**src/rtl/pc_fetch.sv**
```systemverilog
// Program-counter register and instruction-fetch sequencer for the CPU front end.
//
// Keeps the fetch PC, issues one instruction-memory request at a time and hands
// each returned word to decode together with its address and address + 4.
// Branch, jump, jr and exception redirects are applied with a fixed priority.
// A fetch already in flight when a redirect arrives is marked for discard.
//
// Ports:
//   clk_i              clock, all state updates on the rising edge
//   reset_i            synchronous, active-high reset
//   stall_i            decode cannot accept; held instruction stays valid
//   branch_taken_i     branch redirect request, target branch_target_i
//   jump_i             j/jal redirect request, target jump_target_i
//   jr_i               jr/jalr redirect request, target jr_target_i
//   exc_i              exception redirect to EXC_VECTOR
//   imem_req_o         fetch request valid
//   imem_addr_o        fetch address, word aligned
//   imem_gnt_i         memory accepted the request this cycle
//   imem_rvalid_i      read data valid, one cycle per accepted request
//   imem_rdata_i       instruction word
//   instr_valid_o      instr_o / pc_out_o / pc4_out_o valid for decode
//   instr_o            fetched instruction
//   pc_out_o           address of instr_o
//   pc4_out_o          pc_out_o + 4
module pc_fetch #(
  parameter logic [31:0] RESET_PC   = 32'h0000_3000,
  parameter logic [31:0] EXC_VECTOR = 32'h0000_4180
) (
  input  logic        clk_i,
  input  logic        reset_i,
  input  logic        stall_i,
  input  logic        branch_taken_i,
  input  logic [31:0] branch_target_i,
  input  logic        jump_i,
  input  logic [31:0] jump_target_i,
  input  logic        jr_i,
  input  logic [31:0] jr_target_i,
  input  logic        exc_i,
  output logic        imem_req_o,
  output logic [31:0] imem_addr_o,
  input  logic        imem_gnt_i,
  input  logic        imem_rvalid_i,
  input  logic [31:0] imem_rdata_i,
  output logic        instr_valid_o,
  output logic [31:0] instr_o,
  output logic [31:0] pc_out_o,
  output logic [31:0] pc4_out_o
);

  typedef enum logic [1:0] {StIdle, StReq, StWait, StOut} state_e;

  state_e      state_q, state_d;
  logic [31:0] fetch_pc_q, fetch_pc_d;
  logic        drop_q, drop_d;
  logic        imem_req_q, imem_req_d;
  logic        instr_valid_q, instr_valid_d;
  logic [31:0] instr_q, instr_d;
  logic [31:0] pc_out_q, pc_out_d;
  logic [31:0] pc4_q, pc4_d;

  logic        redirect;
  logic [31:0] target_raw;
  logic [31:0] target;

  assign redirect = exc_i | jr_i | jump_i | branch_taken_i;

  always_comb begin
    target_raw = branch_target_i;
    if (exc_i) begin
      target_raw = EXC_VECTOR;
    end else if (jr_i) begin
      target_raw = jr_target_i;
    end else if (jump_i) begin
      target_raw = jump_target_i;
    end
  end

  assign target = {target_raw[31:2], 2'b00};

  always_comb begin
    state_d       = state_q;
    fetch_pc_d    = fetch_pc_q;
    drop_d        = drop_q;
    instr_valid_d = instr_valid_q;
    instr_d       = instr_q;
    pc_out_d      = pc_out_q;
    pc4_d         = pc4_q;

    unique case (state_q)
      StIdle: begin
        state_d = StReq;
        if (redirect) begin
          fetch_pc_d = target;
        end
      end

      StReq: begin
        if (imem_gnt_i) begin
          state_d = StWait;
          // The old address is already accepted; its data must be thrown away.
          if (redirect) begin
            drop_d     = 1'b1;
            fetch_pc_d = target;
          end
        end else if (redirect) begin
          // Address is only sampled on gnt, so it can simply be replaced.
          fetch_pc_d = target;
        end
      end

      StWait: begin
        if (imem_rvalid_i) begin
          if (drop_q || redirect) begin
            drop_d  = 1'b0;
            state_d = StReq;
            if (redirect) begin
              fetch_pc_d = target;
            end
          end else begin
            instr_d       = imem_rdata_i;
            pc_out_d      = fetch_pc_q;
            pc4_d         = fetch_pc_q + 32'd4;
            fetch_pc_d    = fetch_pc_q + 32'd4;
            instr_valid_d = 1'b1;
            state_d       = StOut;
          end
        end else if (redirect) begin
          drop_d     = 1'b1;
          fetch_pc_d = target;
        end
      end

      StOut: begin
        // A redirect flushes the held instruction even under stall.
        if (redirect || !stall_i) begin
          instr_valid_d = 1'b0;
          state_d       = StReq;
          if (redirect) begin
            fetch_pc_d = target;
          end
        end
      end

      default: begin
        state_d = StIdle;
      end
    endcase
  end

  // Request flag is registered from the next state so it lines up with state_q.
  assign imem_req_d = (state_d == StReq);

  always_ff @(posedge clk_i) begin
    if (reset_i) begin
      state_q       <= StIdle;
      fetch_pc_q    <= RESET_PC;
      drop_q        <= 1'b0;
      imem_req_q    <= 1'b0;
      instr_valid_q <= 1'b0;
      instr_q       <= 32'h0;
      pc_out_q      <= RESET_PC;
      pc4_q         <= RESET_PC + 32'd4;
    end else begin
      state_q       <= state_d;
      fetch_pc_q    <= fetch_pc_d;
      drop_q        <= drop_d;
      imem_req_q    <= imem_req_d;
      instr_valid_q <= instr_valid_d;
      instr_q       <= instr_d;
      pc_out_q      <= pc_out_d;
      pc4_q         <= pc4_d;
    end
  end

  assign imem_req_o    = imem_req_q;
  assign imem_addr_o   = fetch_pc_q;
  assign instr_valid_o = instr_valid_q;
  assign instr_o       = instr_q;
  assign pc_out_o      = pc_out_q;
  assign pc4_out_o     = pc4_q;

endmodule

```
**config.mk**
```make
export PLATFORM = sky130hd
export DESIGN_NAME = pc_fetch
export DESIGN_NICKNAME = d
export VERILOG_FILES = /design/src/rtl/pc_fetch.sv
export SDC_FILE = /design/constraint.sdc
export NUM_CORES = 1
export LEC_CHECK = 0
export BUFFER_PORTS_ARGS = -buffer_cell sky130_fd_sc_hd__buf_2
export CORE_ASPECT_RATIO = 1.2
export CORE_MARGIN = 8
export CORE_UTILIZATION = 40
export CTS_CLUSTER_SIZE = 14
export DETAILED_ROUTE_END_ITERATION = 8
export GPL_ROUTABILITY_DRIVEN = 0
export PLACE_DENSITY_LB_ADDON = 0.15
export SYNTH_ARGS = -nofsm -noshare
export SYNTH_HDL_FRONTEND = slang
export SYNTH_SLANG_ARGS = --single-unit
```
**constraint.sdc**
```tcl
create_clock -name clk_i -period 3.2 [get_ports clk_i]
set_clock_uncertainty 0.2 [all_clocks]
set_input_delay 0.16 -clock clk_i [delete_from_list [all_inputs] [get_ports clk_i]]
set_output_delay 0.16 -clock clk_i [all_outputs]
set_load 0.01 [all_outputs]
```
Word level (Yosys, flattened, before mapping)
Cells that the tools add are included.
{"block": "classes", "shift": 0, "mux": 22, "multipliers": 0, "add_sub_neg": 1, "n_reduce_logical": 10, "eq_ne": 9, "n_div": 0, "n_bitwise": 4, "order_cmp": 0}
{"operator": "$mux 32", "count": 7}
{"operator": "$pmux 32 s3", "count": 1}
{"operator": "$add 32x3->32 const B", "count": 1}
{"operator": "$mux 2", "count": 4}
{"operator": "$ne 2x2->1 const B", "count": 4}
{"operator": "$pmux 2 s4", "count": 1}
{"operator": "$mux 1", "count": 7}
{"operator": "$reduce_and 3->1", "count": 2}
{"operator": "$eq 2x1->1 const B", "count": 2}
{"operator": "$eq 2x2->1 const B", "count": 2}
{"operator": "$pmux 1 s2", "count": 2}
{"operator": "$reduce_and 4->1", "count": 1}
{"operator": "$reduce_bool 2->1", "count": 2}
{"operator": "$ne 3x3->1 const B", "count": 1}
{"operator": "$or 1x1->1", "count": 3}
{"operator": "$logic_not 2->1", "count": 1}
{"operator": "$logic_or 1x1->1", "count": 2}
{"operator": "$reduce_or 2->1", "count": 1}
{"operator": "$logic_not 1->1", "count": 1}
{"operator": "$not 1->1", "count": 1}
{"block": "word_totals", "rom_bits": 0, "elab_cells": 54, "ramBits": 0, "regBits": 133, "output_inout_bits": 130, "latch_bits": 0, "memories": 0}

Depth between registers and ports, before layout
{"block": "logic_depth", "ltp_word": 8, "depth_mapped": 9, "depth_no_buf": 6}

Least setup slack after synthesis
Ideal clock, no wire load.
{"block": "synth_timing", "path_kind": "register to register", "from": "register fetch_pc_q[2], in the netlist imem_addr_o[2]", "to": "register pc4_q[20], in the netlist pc4_out_o[20]", "path_stages_with_launch": 8, "setup_time_ns": 0.079, "required_ns": 2.921, "period_less_slack_ns": 2.188, "setup_slack_ns": 1.012, "n_path_buf": 1, "t_arrival_ns": 1.908, "cell_sequence": "dfxtp_1 ha_1 nand3_1 nor4b_4 buf_4 nand2_1 xor2_1 a211oi_2"}
{"block": "synth_via", "elab_chain_cells": 1}
{"element": "start, declared", "line": "53", "source": "logic [31:0] fetch_pc_q, fetch_pc_d;"}
{"element": "start signal, assigned", "line": "165", "source": "fetch_pc_q <= fetch_pc_d;"}
{"element": "$add 32x3->32", "line": "122", "source": "pc4_d = fetch_pc_q + 32'd4;"}
{"element": "end signal, assigned", "line": "162", "source": "pc4_q <= RESET_PC + 32'd4;"}
{"element": "end signal, assigned", "line": "171", "source": "pc4_q <= pc4_d;"}
{"element": "end, declared", "line": "59", "source": "logic [31:0] pc4_q, pc4_d;"}
Every way passes these cells.
A chain may end at the register's enable or synchronous reset.

Worst setup path in the final report
{"block": "layout_timing", "from": "register fetch_pc_q[2], in the netlist imem_addr_o[2]", "to": "register fetch_pc_q[18], in the netlist imem_addr_o[18]"}
{"block": "layout_via", "elab_chain_cells": 4}
{"element": "$add 32x3->32", "line": "123", "source": "fetch_pc_d = fetch_pc_q + 32'd4;"}
{"element": "$mux 32", "line": "113", "source": "if (drop_q || redirect) begin"}
{"element": "$mux 32", "line": "112", "source": "if (imem_rvalid_i) begin"}
{"element": "$pmux 32 s3", "line": "89", "source": "unique case (state_q)"}
Every way passes these cells.

==> results.txt <==
Status - finished clean
Final Hold Vio Count - 0
Clk_lat worst skew - 0.41 ns
Yosys cell types - 52
Area share of the largest cell type after synthesis - 41.2%
GR Util met2 - 36.3%
Critical path buffer and inverter count - 1
Flop pwr share - 40.5%
Drt pass-1 iters - 8
RSZ-0062 raised after global routing - no
Final setup fails - 0
Wire per inst - 17.6 um
Reg area - 0.00262 mm^2
FMAX - 410 MHz
Leakage - 3.83 nW
Nets - 1217
Tmin final - 2.44 ns
Crit path largest cell delay - 0.45 ns
CP max stage cell - dfxtp_1
Kind of cell adding the most delay to the critical path - simple AND/OR/NAND/NOR gates
FF-to-FF Start - imem_addr_o[2]$_SDFFE_PP0P_
Reg-to-reg slack, setup - 0.76 ns
Clock tree sinks - 131
Synth Flop Type - dfxtp_1
Number of buffers created by CTS - 17
Clk slew on worst S/H paths - 0.06 ns
H-Tree Depth - 4
Synthesized cell area - 0.00636 mm^2
Worst Tran Pin Value - 1.15 ns
Die X - 131 um
Initial antenna violation count - 3
Most common cell in the netlist - nand2_1
WP data arrival - 2.49 ns
First-pass GRT wire length - 36400 um
GR Util met3 - 8.65%
Top cells by area, synth - dfxtp_1, nand2_1, a21oi_1
Data required time of the worst path - 3.25 ns
Number of cells on the critical path - 7
Area of the multi-input gates - 0.00335 mm^2
Die ar. - 0.0202 mm^2
Syn avg cell area - 8.01 um^2
Buffers on Ports - 260
Int Pwr - 3.21 mW
Crit Path Max Fanout - 18
Layout cells sized above 1 - 30.1%
Largest net degree at the start of global routing - 91
Worst vdd ir - 0.272 mV
Total negative slack - 0 ns
Slew Viols, Final - 0
Synth Area in XOR/XNOR - 6.33%
Post-synthesis compound-gate area fraction - 16.9%
Area Growth Syn to Fin - 41.2%
Critical setup path kind - flip-flop to flip-flop
Switching power - 0.985 mW
Vias per cell - 5.06
P per Cell Area - 467 mW/mm^2
Synthesized net count - 932
Async S/R FF share, synth - 0%
Reg2Reg Depth - 7
CTS Buffer Depth - 2
EDFF count, synth - 0
Routed vias - 6583
Vias in the first global route - 6687
Commonest cells post-synth - nand2_1, dfxtp_1, a21oi_1
Post-route core utilization - 57.7%
Initial DRC Count - 434
Gr busiest metal - met2
Fill count - 1447
Clock share of power - 49.7%
CTS tree - done
Slew Limit Headroom - 23.0%
Worst R2R End - imem_addr_o[18]$_SDFFE_PP0P_
Simple-Gate Fraction of Synth Area - 23.0%
Register area share after synthesis - 41.2%
Power share of the combinational group - 9.8%
Cell Rows - 50
Largest family of logic cells by synthesized area - simple AND/OR/NAND/NOR gates
Initial Utilization - 40.9%
Final ANT Viol Nets - 0
Synth area leader - dfxtp_1
GR Util All Layers - 22.2%
#FFs+latches synth - 131
Post-Syn Instances - 794
Total of max-cap violations - 0
Switching share of total power - 23.5%
Setup crit start - imem_addr_o[2]$_SDFFE_PP0P_
Final Cycle Share - 76.2%
Total gr overflow - 0
CP endpoint - imem_addr_o[18]$_SDFFE_PP0P_
Final WL - 23000 um
CP endpoint kind - flip-flop
Placed wire-length estimate - 16200 um
Ys Warns - 0
Worst-path cell chain - ha_1 -> nand3_1 -> nor4b_4 -> buf_4 -> nand4_1 -> xor2_1 -> o22ai_1
Adder-Cell Fraction of Synth Area - 0.197%
Startpoint Class - flip-flop
Die Ht - 154 um
Mux share of post-synthesis cell area - 6.13%
# IOs - 267
Core Area - 0.0156 mm^2
Min-Delay Path Class - input pin to flip-flop
Root buffer cell - clkbuf_16
DRC - 0
GRT met1 Usage - 26.2%
==> worst min-delay path by stage <==
stage                                         endpoint  depth (start not counted)  slack (ns)           startpoint
after floorplan                instr_o[0]$_SDFFE_PP0P_                          2         0.1      imem_rdata_i[0]
after global placement        instr_o[10]$_SDFFE_PP0P_                          3        0.20     imem_rdata_i[10]
after detailed placement      instr_o[16]$_SDFFE_PP0P_                          3        0.21     imem_rdata_i[16]
after CTS                 imem_addr_o[15]$_SDFFE_PP0P_                          5       0.002    jump_target_i[15]
after global routing      imem_addr_o[18]$_SDFFE_PP0P_                          5        0.02      jr_target_i[18]
final                     imem_addr_o[15]$_SDFFE_PP0P_                          5       0.006  branch_target_i[15]
==> routing by layer <==
metal | wire (um) | share of wire, %
met3 | 1930 | 8.4
met1 | 9750 | 42
met5 | 21 | 0.091
met2 | 10800 | 47
met4 | 407 | 1.8
==> final cells by class <==
type	count	share of cell area (%)
antenna	2	0.0557
clock buffer	19	5.04
clock inverter	13	2.02
inverter	3	0.125
multi-input combinational	585	37.2
sequential	131	29.2
tap	208	2.90
timing repair buffer	341	23.4
==> through the flow <==
stage | instances | instance area [um^2] | total power [mW] | hold slack (ns) | setup WS [ns]
5_1_grt | 1301 | 8980 | 4.35 | 0.0199 | 0.573
6_report | 1302 | 8990 | 4.20 | 0.00609 | 0.762
3_3_place_gp | 1205 | 7720 | 2.07 | 0.201 | 0.752
3_5_place_dp | 1205 | 7720 | 2.08 | 0.206 | 0.717
4_1_cts | 1300 | 8980 | 4.24 | 0.00210 | 0.769
2_1_floorplan | 794 | 6360 | 1.91 | 0.0960 | 1.01
==> placed cells by master, fill, tap and decap left out, types with 4 or more instances in the layout <==
| master | n |
|---|---|
| a211oi_1 | 24 |
| a21oi_1 | 95 |
| a22oi_1 | 4 |
| a311oi_1 | 6 |
| a31oi_1 | 4 |
| and2_1 | 8 |
| and3_1 | 8 |
| and4_1 | 4 |
| buf_2 | 259 |
| buf_4 | 16 |
| bufinv_16 | 4 |
| clkbuf_16 | 17 |
| clkinv_2 | 4 |
| dfxtp_1 | 131 |
| dlygate4sd3_1 | 63 |
| mux2_2 | 8 |
| mux2i_1 | 30 |
| nand2_1 | 160 |
| nand2b_1 | 4 |
| nand3_1 | 19 |
| nand4_1 | 14 |
| nor2_1 | 74 |
| nor3_1 | 8 |
| nor4_1 | 7 |
| o21ai_0 | 16 |
| o22ai_1 | 12 |
| o2bb2ai_1 | 4 |
| xnor2_1 | 22 |
| xor2_1 | 24 |
==> state kept, by name (all words and copies together), names as in the netlist <==
name and cells:
drop_q 1, imem_addr_o 32, imem_req_o 1, instr_o 32, instr_valid_o 1, pc4_out_o 30, pc_out_o 32, state_q 2
==> power by group through the flow <==
stage / registers [mW] / logic, mW / clock network [mW]
2_1_floorplan: 1.72 / 0.192 / 0
3_3_place_gp: 1.73 / 0.340 / 0
3_5_place_dp: 1.74 / 0.342 / 0
4_1_cts: 1.70 / 0.408 / 2.13
5_1_grt: 1.70 / 0.446 / 2.20
6_report: 1.70 / 0.410 / 2.09
==> what timing repair did <==
item	CTS	global route
buffers inserted	0	0
endpoints found under the hold margin	55	0
hold buffers	63	0
gates resized for setup	0	0
==> logic make-up after synthesis <==
group                    count (synthesis)
XOR/XNOR                                46
AO/OA/AOI/OAI                          178
multiplexers                            38
buffers and inverters                   78
flip-flops                             131
AND/OR/NAND/NOR                        322
adder cells (fa/ha/maj)                  1
==> worst register-to-register path: cells and delay by family, from the launching register on <==
kind / cells / cell delay (ns)
AOI/OAI and AO/OA: 1 / 0.10
and+or+nand+nor: 3 / 0.72
adders and majority gates: 1 / 0.30
xor gates and xnor gates: 1 / 0.23
DFF: 1 / 0.45
buffers and inverters: 1 / 0.29
(Power assumes the default switching activity.)
